File: src/rtl/cache_ctrl.sv
// Sequencing controller for one direct-mapped cache way: tag lookup, block fill on
// read miss, write-through on write, and flush/invalidate sequencing.
module cache_ctrl #(
  parameter  int LINES           = 2,
  parameter  int WORDS_PER_BLOCK = 32,
  localparam int OFF_W           = $clog2(WORDS_PER_BLOCK),
  localparam int IDX_W           = $clog2(LINES),
  localparam int TAG_LENGTH      = 32 - IDX_W - OFF_W - 2 + 1
) (
  input  logic                  clk,
  input  logic                  rst,
  input  logic [31:0]           a,
  input  logic [31:0]           d,
  input  logic                  rd,
  input  logic                  we,
  output logic [31:0]           spo,
  output logic                  ready,
  input  logic                  flush,
  output logic                  busy,
  output logic [31:0]           mem_a,
  output logic [31:0]           mem_d,
  output logic                  mem_we,
  output logic                  mem_rd,
  input  logic [31:0]           mem_spo,
  input  logic                  mem_ready,
  output logic                  way_en,
  output logic [31:0]           way_a,
  output logic [31:0]           way_d,
  output logic                  way_we,
  output logic                  way_tag_we,
  output logic [TAG_LENGTH-1:0] way_tag_in,
  input  logic [TAG_LENGTH-1:0] way_tag_out,
  input  logic [31:0]           way_spo,
  output logic                  way_invalidate,
  input  logic                  way_init_done
);

  localparam int TAG_W = TAG_LENGTH - 1;

  typedef enum logic [3:0] {
    S_INIT,
    S_IDLE,
    S_LOOKUP,
    S_HIT,
    S_FILL,
    S_TAGW,
    S_RESP,
    S_WMEM,
    S_WDONE
  } state_t;

  state_t            r_state;
  state_t            w_next;
  logic [31:0]       r_a;
  logic [31:0]       r_d;
  logic              r_we;
  logic [OFF_W-1:0]  r_k;
  logic [31:0]       r_resp;
  logic              r_flush_pend;

  logic [TAG_W-1:0]  w_tag;
  logic [IDX_W-1:0]  w_idx;
  logic [OFF_W-1:0]  w_off;
  logic              w_hit;
  logic              w_flush_req;
  logic [31:0]       w_fill_a;

  assign w_tag       = r_a[31:IDX_W+OFF_W+2];
  assign w_idx       = r_a[IDX_W+OFF_W+1:OFF_W+2];
  assign w_off       = r_a[OFF_W+1:2];
  assign w_hit       = (way_tag_out == {1'b1, w_tag});
  assign w_flush_req = r_flush_pend | flush;
  assign w_fill_a    = {w_tag, w_idx, r_k, 2'b00};
  assign busy        = (r_state != S_IDLE);

  // NOTE: every output gets a default before the case so no path leaves one unassigned (no latches).
  always_comb begin
    w_next         = r_state;
    spo            = '0;
    ready          = 1'b0;
    mem_a          = '0;
    mem_d          = '0;
    mem_we         = 1'b0;
    mem_rd         = 1'b0;
    way_en         = 1'b0;
    way_a          = r_a;
    way_d          = r_d;
    way_we         = 1'b0;
    way_tag_we     = 1'b0;
    way_tag_in     = {1'b1, w_tag};
    way_invalidate = 1'b0;

    unique case (r_state)
      S_INIT: begin
        if (way_init_done) w_next = S_IDLE;
      end

      S_IDLE: begin
        if (w_flush_req) begin
          way_invalidate = 1'b1;
          w_next         = S_INIT;
        end else if (rd || we) begin
          w_next = S_LOOKUP;
        end
      end

      S_LOOKUP: begin
        way_en = 1'b1;
        if (r_we) begin
          way_we = w_hit;
          w_next = S_WMEM;
        end else begin
          w_next = w_hit ? S_HIT : S_FILL;
        end
      end

      S_HIT: begin
        spo    = way_spo;
        ready  = 1'b1;
        w_next = S_IDLE;
      end

      S_FILL: begin
        mem_rd = 1'b1;
        mem_a  = w_fill_a;
        if (mem_ready) begin
          way_en = 1'b1;
          way_we = 1'b1;
          way_a  = w_fill_a;
          way_d  = mem_spo;
          if (&r_k) w_next = S_TAGW;
        end
      end

      // Tag is written only after the whole block landed, so an abandoned fill stays invalid.
      S_TAGW: begin
        way_en     = 1'b1;
        way_tag_we = 1'b1;
        w_next     = S_RESP;
      end

      S_RESP: begin
        spo    = r_resp;
        ready  = 1'b1;
        w_next = S_IDLE;
      end

      S_WMEM: begin
        mem_we = 1'b1;
        mem_a  = r_a;
        mem_d  = r_d;
        if (mem_ready) w_next = S_WDONE;
      end

      S_WDONE: begin
        ready  = 1'b1;
        w_next = S_IDLE;
      end

      default: w_next = S_INIT;
    endcase
  end

  // NOTE: sequential state uses non-blocking assignments so every register samples pre-edge values.
  always_ff @(posedge clk or posedge rst) begin
    if (rst) begin
      r_state      <= S_INIT;
      r_a          <= '0;
      r_d          <= '0;
      r_we         <= 1'b0;
      r_k          <= '0;
      r_resp       <= '0;
      r_flush_pend <= 1'b0;
    end else begin
      r_state <= w_next;

      if (r_state == S_IDLE) begin
        if (w_flush_req) begin
          r_flush_pend <= 1'b0;
        end else if (rd || we) begin
          r_a  <= a;
          r_d  <= d;
          r_we <= we;
          r_k  <= '0;
        end
      end else if (flush) begin
        r_flush_pend <= 1'b1;
      end

      if (r_state == S_FILL && mem_ready) begin
        if (r_k == w_off) r_resp <= mem_spo;
        r_k <= r_k + 1'b1;
      end
    end
  end

endmodule

File: config.mk
export PLATFORM = sky130hd
export DESIGN_NAME = cache_ctrl
export DESIGN_NICKNAME = d
export VERILOG_FILES = /design/src/rtl/cache_ctrl.sv
export SDC_FILE = /design/constraint.sdc
export NUM_CORES = 1
export LEC_CHECK = 0
export ABC_CLOCK_PERIOD_IN_PS = 3600
export BUFFER_PORTS_ARGS = -buffer_cell sky130_fd_sc_hd__buf_2
export CAP_MARGIN = 20
export CORE_AREA = 2 2 137 139
export DETAILED_ROUTE_END_ITERATION = 10
export DIE_AREA = 0 0 139 141
export PLACE_DENSITY = 0.66
export RECOVER_POWER = 100
export SYNTH_ARGS = -nofsm -noshare
export SYNTH_HDL_FRONTEND = slang
export SYNTH_SLANG_ARGS = --single-unit
File: constraint.sdc
create_clock -name clk -period 3.6 [get_ports clk]
set_input_delay 0.18 -clock clk [delete_from_list [all_inputs] [get_ports clk]]
set_output_delay 0.18 -clock clk [all_outputs]
set_load 0.01 [all_outputs]
# After elaboration in Yosys (flattened, before gate mapping)
# Index checks and enable logic that the tools add are counted.
op_classes:
  n_mux: 33
  eq_ne: 18
  bitwise: 2
  add_sub_neg: 1
  reduce_logical: 14
op_table:
  columns: ["operator", "count"]
  rows:
  - ["case mux 32 bit (2 select lines)", 2]
  - ["two-way mux 32 bit", 3]
  - ["case mux 4 bit (7 select lines)", 1]
  - ["equality test 25 bit", 1]
  - ["two-way mux 4 bit", 6]
  - ["two-way mux 5 bit", 4]
  - ["equality test 4 x 3 -> 1 bit, second input constant", 4]
  - ["two-way mux 7 bit", 2]
  - ["two-way mux 1 bit", 11]
  - ["inequality test 2 bit, second input constant", 5]
  - ["AND reduction 5 bit", 2]
  - ["equality test 4 x 2 -> 1 bit, second input constant", 2]
  - ["two-way mux 3 bit", 2]
  - ["AND reduction 3 bit", 2]
  - ["nonzero test 2 bit", 3]
  - ["adder 5 x 1 -> 5 bit, second input constant", 1]
  - ["equality test 5 bit", 1]
  - ["equality test 4 x 1 -> 1 bit, second input constant", 1]
  - ["equality test 4 bit, second input constant", 1]
  - ["logical NOT 4 bit", 1]
  - ["inequality test 4 x 1 -> 1 bit, second input constant", 1]
  - ["case mux 1 bit (2 select lines)", 2]
  - ["AND reduction 2 bit", 2]
  - ["inequality test 3 x 2 -> 1 bit, second input constant", 1]
  - ["other kinds (7)", 7]
word_totals:
  regBits: 107
  wordCells: 75
  out_inout_bits: 193
  in_bits: 160

# Logic depth before layout (Yosys ltp)
# Gate-level depths: netlist of run 1.
depth:
  depth_word: 5
  depth_mapped: 8
  ltp_nobuf: 8

# Least setup slack after synthesis of run 1
# Ideal clock, no wire load.
synth_timing:
  path_kind: "register to register"
  from: "register r_state[1]"
  to: "register r_resp[0]"
  setup_time_ps: 127
  path_stages_with_launch: 7
  path_slack_ps: 1420
  n_path_buf: 2
  required_ps: 3473
  period_less_slack_ps: 2180
  arrival_ps: 2052
  path_cell_list: "dfrtp_1 -> buf_2 -> nor4b_4 -> nand2_4 -> nor4_4 -> buf_6 -> mux2_1"
synth_between:
  elab_chain_cells: 3
synth_rtl:
  columns: ["item", "line_no", "text"]
  rows:
  - ["start, declared", "52", "state_t r_state;"]
  - ["start signal, assigned", "175", "r_state <= w_next;"]
  - ["equality test 4 x 3 -> 1 bit", "190", "if (r_state == S_FILL && mem_ready) begin"]
  - ["logical AND 1 bit", "190", null]
  - ["AND reduction 2 bit (no source line)", null, null]
  - ["end signal, assigned", "191", "if (r_k == w_off) r_resp <= mem_spo;"]
  - ["end, declared", "58", "logic [31:0] r_resp;"]
# No other way between the ends.
# A chain may end at the register's enable or synchronous reset.

# Worst setup path in the final report of run 1
layout_timing:
  from: "register r_state[2]"
  to: "output way_d[5]"
layout_between:
  elab_chain_cells: 2
layout_rtl:
  columns: ["item", "line_no", "text"]
  rows:
  - ["equality test 4 x 3 -> 1 bit", "93", "unique case (r_state)"]
  - ["two-way mux 32 bit", "93", null]
  - ["end, declared", "28", "output logic [31:0] way_d,"]
# No other way between the ends.

==> impl.org, run 1 <==
** Place
- The number of placed instances, taps included, is 1258.
- The wire-length estimate of the detail-placed layout is 15000 um.
- During placement, the flow inserted port buffers numbering 351.
- Routability cong. :: 0.861
- Timing analysis after detailed placement gives a worst setup slack of 0.763 ns.
- Area after DPL :: 7930 um^2

** Clocking
- In this run, CTS created clock tree buffers numbering 9.
- Hold Buf Count CTS :: 13
- Post-CTS timing repair inserted 0 buffers for setup.
- Clock latency on the worst-skew pair, taken at its later pin, is 0.35 ns.
- In this run the clock root is driven by a clkbuf_16.
- Clock-pin slew was measured on the worst setup and hold paths at 0.08 ns.
- TritonCTS sink count :: 107
- CTS tree :: done
- Maximum level of the CTS H-tree :: 3
- The clock passes through at most 2 buffers.
- Gates resized during post-CTS repair numbered 0.

** Yosys
- Register area share after synthesis :: 42.4%
- Summed over its instances, the top area cell type makes up 42.4% of the synthesized netlist area.
- Synth Flop Type :: dfrtp_1
- Synthesis produced a netlist whose cell count is 753.
- Total nets after synthesis :: 915
- Sorting the synthesized cells by area gives the leading types as dfrtp_1 42%, nand2_1 18%, and2_1 6.2%.
- Of all cell types, the one taking the most synthesized area is dfrtp_1.
- Most instantiated cells after synthesis :: 302 x nand2_1, 107 x dfrtp_1, 63 x and2_1
- After synthesis, the share of flip-flops with an asynchronous set or reset is 100%.
- Dividing the synthesized area by the synthesized cell count gives 8.39 um^2.
- Cell with the most instances after synthesis :: nand2_1
- Synthesis inferred 107 register bits.
- Post-synth EDFFs :: 0
- For this run, the number of Yosys warnings is 0.
- The cell area that synthesis handed to floorplanning was 6320 um^2.
- In this run, distinct cell masters in the synthesized netlist total 44.

** Hold path
- The worst hold path terminates at r_d[28].
- Worst hold path type :: primary input to flip-flop
- Worst hold path cell count :: 3
- The worst hold path begins at d[28].

** Setup path
- Crit end category :: primary output
- Bufs and invs on worst path :: 2
- Category of the critical setup timing path :: flip-flop to primary output
- The worst register-to-register path begins at r_state[2].
- The worst register-to-register path has a setup slack of 0.62 ns.
- Slowest stage delay, CP :: 0.69 ns
- Cell class contributing the biggest share of worst-path delay :: simple AND/OR/NAND/NOR gates
- The worst register-to-register path has a depth of 5.
- For the worst setup path, the data required time is 3.42 ns.
- STA puts the critical path data arrival time at 2.93 ns.
- The most critical setup path has its startpoint at r_state[2].
- Capture instance of the worst register-to-register path :: r_resp[31]
- Walking the worst path, the cells encountered are nor4b_4 > and2_2 > clkbuf_1 > nand2_1 > nand2_1 > clkbuf_1.
- In this run the worst path has a maximum fanout of 17.
- The worst setup path is launched from a flip-flop.
- The largest individual stage delay along the critical path comes from the cell dfrtp_1.

** STA
- The number of failing hold endpoints at the final stage is 0.
- Setup-failing EPs final :: 0
- For this run, the top clock speed supported by timing is 321 MHz.
- Post-route fraction of the period consumed by the critical path :: 86.4%
- In the post-route analysis, the smallest setup slack over all paths is 0.489 ns.
- Measured slew at the worst slew-check pin :: 1.89 ns
- Fin crit period :: 3.11 ns
- After routing, the total negative slack on setup checks comes to 0 ns.
- Setup repair after global routing missed its margin :: false
- Between clock sinks in the finished design, the worst skew comes to 0.00756 ns.
- The final count of pins violating max slew is 84.
- Normalized max-slew margin :: -26.8%

** Drt
- Detailed Routing Iterations Pass 1 :: 4
- In the final routed layout, each cell accounts on average for 15.9 um.
- Antenna viol nets, final :: 0
- Number of vias after detailed routing :: 6007
- Final routed wirelength across all metal layers :: 20500 um
- For this run, design rule violations remaining after detail routing come to 0.
- The first routing iteration left 339 violations.
- Via density per instance :: 4.66

** Die
- Once the floorplan was initialized, standard cells occupied 34.6% of the core.
- Row generation in the floorplan step produced 50 rows.
- Die area :: 19600 um^2
- Die boundary height :: 141 um
- Pin placement for this block handled 353 I/O pins.
- The core region is 18300 um^2.
- Die extent in x :: 139 um

** Finish
- Post-route insts no fill :: 1289
- N_diodes :: 0
- Once layout is done, the placed cells without fillers occupy 8120 um^2.
- From synthesis to final layout, the design area changed by 28.5%.
- Of the cells placed in the final design, the portion with a size suffix greater than 1 is 22.1%.
- For this run, the post-layout net count is 1212.

** Outcome
- The final reports fail on max-capacitance violations, max-slew violations.
- Result of the run :: finished with violations

** Pwr
- In this run the power density over the cells is 689 nW/um^2.
- Summed over all cells, the static leakage comes to 4.19 nW.
- Maximum vdd drop :: 0.335 mV

** Run
- Across the run, the number of max-cap violations was 2.

** Global route
- Maximum number of pins on one net before global-route repair :: 81
- Global routing finished with a remaining overflow of 0.
- For this run, the total global-route usage over all layers was measured as 20.5%.
- First-pass GRT wire length :: 31900 um
- The via count of the first global-routing pass is 5868.
- The initial antenna violation count is 1.
-- kinds of logic after synthesis --
group / Yosys count / share of synthesized area, %
compound gates: 65 / 7.84
xor+xnor: 30 / 4.16
fa+ha+maj: 2 / 0.396
buf+inv: 96 / 9.35
flops: 107 / 42.4
mux: 38 / 6.76
other cells: 1 / 0.0594
simple gates: 414 / 29.0
-- worst max-delay path by stage --
| stage | endpoint | slack, ns | cells after the start |
|---|---|---|---|
| floorplan | r_a[0] | 0.60 | 1 |
| global placement | r_d[14] | 0.88 | 7 |
| detailed placement | r_d[30] | 0.76 | 7 |
| CTS | way_d[6] | 0.68 | 6 |
| global route | way_d[5] | 0.24 | 6 |
| finish | way_d[5] | 0.49 | 6 |
-- routing by layer --
| layer | vias to the layer above | GRT usage, % | wire [um] |
|---|---|---|---|
| met2 | 172 | 34.6 | 10100 |
| li1 | 2976 | - | - |
| met5 | - | 0 | 0 |
| met4 | 0 | 6.11 | 376 |
| met3 | 29 | 3.33 | 825 |
| met1 | 2830 | 27.1 | 9230 |
-- tightest hold or removal path, cell delays in order --
cell and delay [ns]:
buf_2 0.08, nand2_1 0.04, nand2_1 0.04
-- layout make-up --
type                       instances  area, um^2
clock buffer                      11         243
timing repair buffer             379        1790
inverter                           3        12.5
sequential                       107        2680
tap                              234         293
clock inverter                     5        62.6
fill                            1972       10200
multi-input combinational        550        3030
-- power by group --
| part | switching [mW] | total (mW) | internal, mW | leakage, nW |
|---|---|---|---|---|
| clock network | 0.463 | 1.02 | 0.562 | 0.142 |
| logic | 1.34 | 2.27 | 0.925 | 2.68 |
| registers | 0.576 | 2.30 | 1.72 | 1.36 |
-- layout by cell type, fill, tap and decap left out, drive strengths merged, types with 3 or more instances in the layout --
master and count:
nor2 18, nor4 6, clkbuf 177, buf 199, dlygate4sd3 14, and2 63
nand4 4, o21ai 10, nand3 3, mux2 37, clkinvlp 3, xnor2 16
a21oi 7, xor2 14, nor3 7, a22o 39, dfrtp 107, nand2 303
-- through the flow --
stage	util (%)	total power, mW	hold slack, ns
floorplan	-	3.97	0.285
global placement	43.4	4.69	0.370
detailed placement	43.4	4.75	0.372
CTS	45.8	5.81	0.000109
global route	44.4	6.03	0.00446
finish	44.4	5.59	0.0143
-- state kept, by name, indices dropped and copies added (netlist names) --
register	count
r_state	4
r_d	32
r_k	5
r_a	32
r_resp	32
r_we	1
r_flush_pend	1
Power figures use the tool's default switching activity.
==> inputs of run 2 (changes only) <==
ABC_CLOCK_PERIOD_IN_PS = 3750   (was 3600)
CAP_MARGIN = unset   (was 20)
clock period = 3.75 ns   (was 3.6 ns; I/O delays follow)
==> run 2 against run 1 <==
The run still ends with max-capacitance violations, max-slew violations left. Largest power group unchanged. Highest routed layer is now met5. Sequential cell count is the same. Via count is 0.62% lower. Register-to-register slack gained 0.06 ns. Total power down 2.4%.
==> impl.org, run 2 (synthesis gave the netlist of run 1 again) <==
** Outcome
- Result of the run :: finished with violations
- The final reports fail on max-capacitance violations, max-slew violations.

** Clocking
- The H-tree generated during clock tree synthesis spans 3 levels.
- Buffers inserted to repair hold after CTS numbered 1.
- Skew-Pair Late Insertion Delay :: 0.35 ns
- TritonCTS created 9 clock buffers.
- CTS resizes :: 0
- TritonCTS sink count :: 107
- Maximum root-to-sink buffer count :: 2
- In this run the clock root is driven by a clkbuf_16.
- Setup Fix Bufs, Post-CTS :: 0
- Clock slew seen by the registers of the worst setup and hold paths :: 0.07 ns
- CTS tree :: done

** Finish
- The post-route netlist has 22.6% of its cells at a drive strength greater than 1.
- Counting the fill cells in the layout gives 1940.
- Final layout net count :: 1197
- The finished cells cover 8000 um^2.
- Relative to the synthesized area, the layout overhead comes to 26.6%.
- The largest registers in the layout are r_a: 32 flops, r_d: 32 flops, r_resp: 32 flops.
- N_diodes :: 0
- In the layout the commonest cells are 302 x nand2_1, 197 x buf_2, 157 x clkbuf_1, 107 x dfrtp_1, 39 x a22o_1.
- Most common cell after layout, fill and taps aside :: nand2_1

** STA
- On the final layout, the worst clock skew is 0.00912 ns.
- The clock period could shrink to 3.24 ns.
- The final count of pins violating max slew came to 87.
- In the post-route analysis, the smallest setup slack over all paths is 0.508 ns.
- The number of failing hold endpoints at the final stage is 0.
- Post-route fraction of the period consumed by the critical path :: 86.4%
- Measured against its own limit, the worst slew margin works out to -59.5%.
- Setup repair after global routing left no endpoint under its margin.
- Setup violations remaining at the end of the flow were counted as 0.
- Adding up every negative setup slack in the final design gives 0 ns.
- The tightest hold path in the finished design has a slack of 0.0219 ns.
- Timing would allow up to 308 MHz.
- At the pin with the least slew margin, the transition time is 2.38 ns.

** Setup path
- The startpoint identified for the worst register-to-register timing path is r_state[1].
- Slowest CP cell :: nor2_1
- Series of cell instances along the critical path :: nand2b_1 > nor2_1 > clkbuf_2 > and2_1 > clkbuf_1
- Data required time of the worst path :: 3.56 ns
- Cell class contributing the biggest share of worst-path delay :: simple AND/OR/NAND/NOR gates
- Of all nets on the critical path, the largest fanout is 28.
- R2r worst-path depth :: 7
- Signal arrival time at the worst endpoint :: 3.05 ns
- Together, buffers and inverters on the worst path number 2.
- The endpoint identified for the worst register-to-register timing path is r_d[5].
- STA classifies the critical path endpoint as a primary output.
- The critical path is of the flip-flop to primary output type.
- For flop-to-flop paths, the worst setup slack is 0.68 ns.
- Slowest stage delay, CP :: 0.81 ns
- Worst setup SP type :: flip-flop

** Global route
- Global routing used 4.14% of the available met3 tracks.
- Most used routing layer in global routing :: met2
- Global routing used 20.0% of the available tracks.
- First-pass GRT wire length :: 31100 um
- Initial antenna violation count :: 2
- Met2 routing resource usage after global routing :: 34.5%
- Entering global routing, the biggest net connects 54 pins.
- The total overflow left after global routing is 0.
- Global routing consumed, on the met1 layer, 26.0% of the routing resources.
- The via count of the first global-routing pass came to 5599.

** Pwr
- Sequential cells burn 40.7% of the power.
- Int Pwr :: 3.20 mW
- Across the VDD grid, the largest voltage drop is 0.280 mV.
- Summed over all cells, the static leakage comes to 4.17 nW.
- Combinational Power Share :: 39.3%
- Fraction of power consumed by the clock network :: 20.0%
- Share of total power consumed by net switching :: 41.4%
- Power spread over the standard cell area amounts to 683 nW/um^2.
- Power dissipated by switching net loads :: 2.26 mW

** Hold path
- The path class of the tightest hold or removal check is primary input to flip-flop.
- The worst hold path passes through 3 cells.
- The path with the worst hold slack has its endpoint at r_a[24].
- The startpoint identified for the worst hold timing path is a[24].

** Die
- Effective utilization at floorplan :: 34.6%
- In this run the count of I/O pins placed on the die edge is 353.
- FP Rows :: 50
- The floorplan step set the die height to 141 um.
- The core region is 18300 um^2.
- Die extent in x :: 139 um
- Die area :: 19600 um^2

** Place
- Prior to clock tree synthesis, the placed netlist has a worst setup slack of 0.914 ns.
- Routability cong. :: 0.876
- Summed over all nets, the half-perimeter wirelength after detailed placement is 15200 um.
- Area after DPL :: 7910 um^2
- Number of port buffers :: 351

** Drt
- Dividing the detail-routed via count by the number of cells gives 4.69.
- The final route contains 5970 vias.
- For this run, the detailed router's first-pass iteration total came to 4.
- Dividing the detail-routed wire length by the instance count gives 16.0 um.
- Remaining DRCs :: 0
- For this block, the initial DRC count from the detailed router was 328.
- Antenna viol nets, final :: 0
- Final routed wirelength across all metal layers :: 20400 um

** Run
- Across the run, the number of max-cap violations was 2.
run 2: changes by cell type in the layout (fill, tap and decap cells not counted), sizes merged:
cell / delta
buf: +2
bufinv: +2
clkbuf: -4
clkinvlp: -2
dlygate4sd3: -13
run 2: through the flow:
stage	std cells	utilization, %	power, mW
2_1_floorplan	753	-	3.81
3_3_place_gp	1257	43.3	4.50
3_5_place_dp	1257	43.3	4.55
4_1_cts	1274	45.2	5.67
5_1_grt	1274	43.8	5.88
6_report	1274	43.8	5.46
run 2: layout make-up:
type                    count  area (um^2)  share of cell area [%]
flip-flops and latches    107         2680                    33.5
inverters                   3         12.5                   0.156
clock buffers              11          243                    3.04
repair buffers            364         1640                    20.5
multi-input cells         550         3030                    37.9
clock inverters             5          100                    1.25
well taps                 234          293                    3.66
run 2: how the worst max path moves through the flow:
stage	cells past startpoint	start	end
after detailed placement	7	r_state[1]	r_d[5]
after global placement	7	r_state[0]	r_d[5]
after global routing	5	r_state[2]	mem_d[15]
after floorplan	1	rst	r_a[0]
after CTS	6	r_state[2]	way_a[5]
final	5	r_state[2]	mem_d[21]
run 2: tightest hold or removal path: stages:
cell and delay, ns:
buf_2 0.08, nand2_1 0.04, nand2_1 0.04
run 2: metal layers:
layer / vias up / share of wire, % / wire length (um)
met4: 2 / 1.2 / 239
met3: 20 / 5.2 / 1070
met5: - / 0.064 / 13
met1: 2825 / 44 / 8930
met2: 181 / 50 / 10200
li1: 2942 / - / -
run 2: power by group through the flow:
stage                     clock network (mW)  registers, mW  logic [mW]
after floorplan                            0           1.99        1.82
after global placement                     0           2.21        2.29
after detailed placement                   0           2.22        2.33
after CTS                               1.12           2.21        2.34
after global routing                    1.18           2.29        2.42
final                                   1.09           2.22        2.14
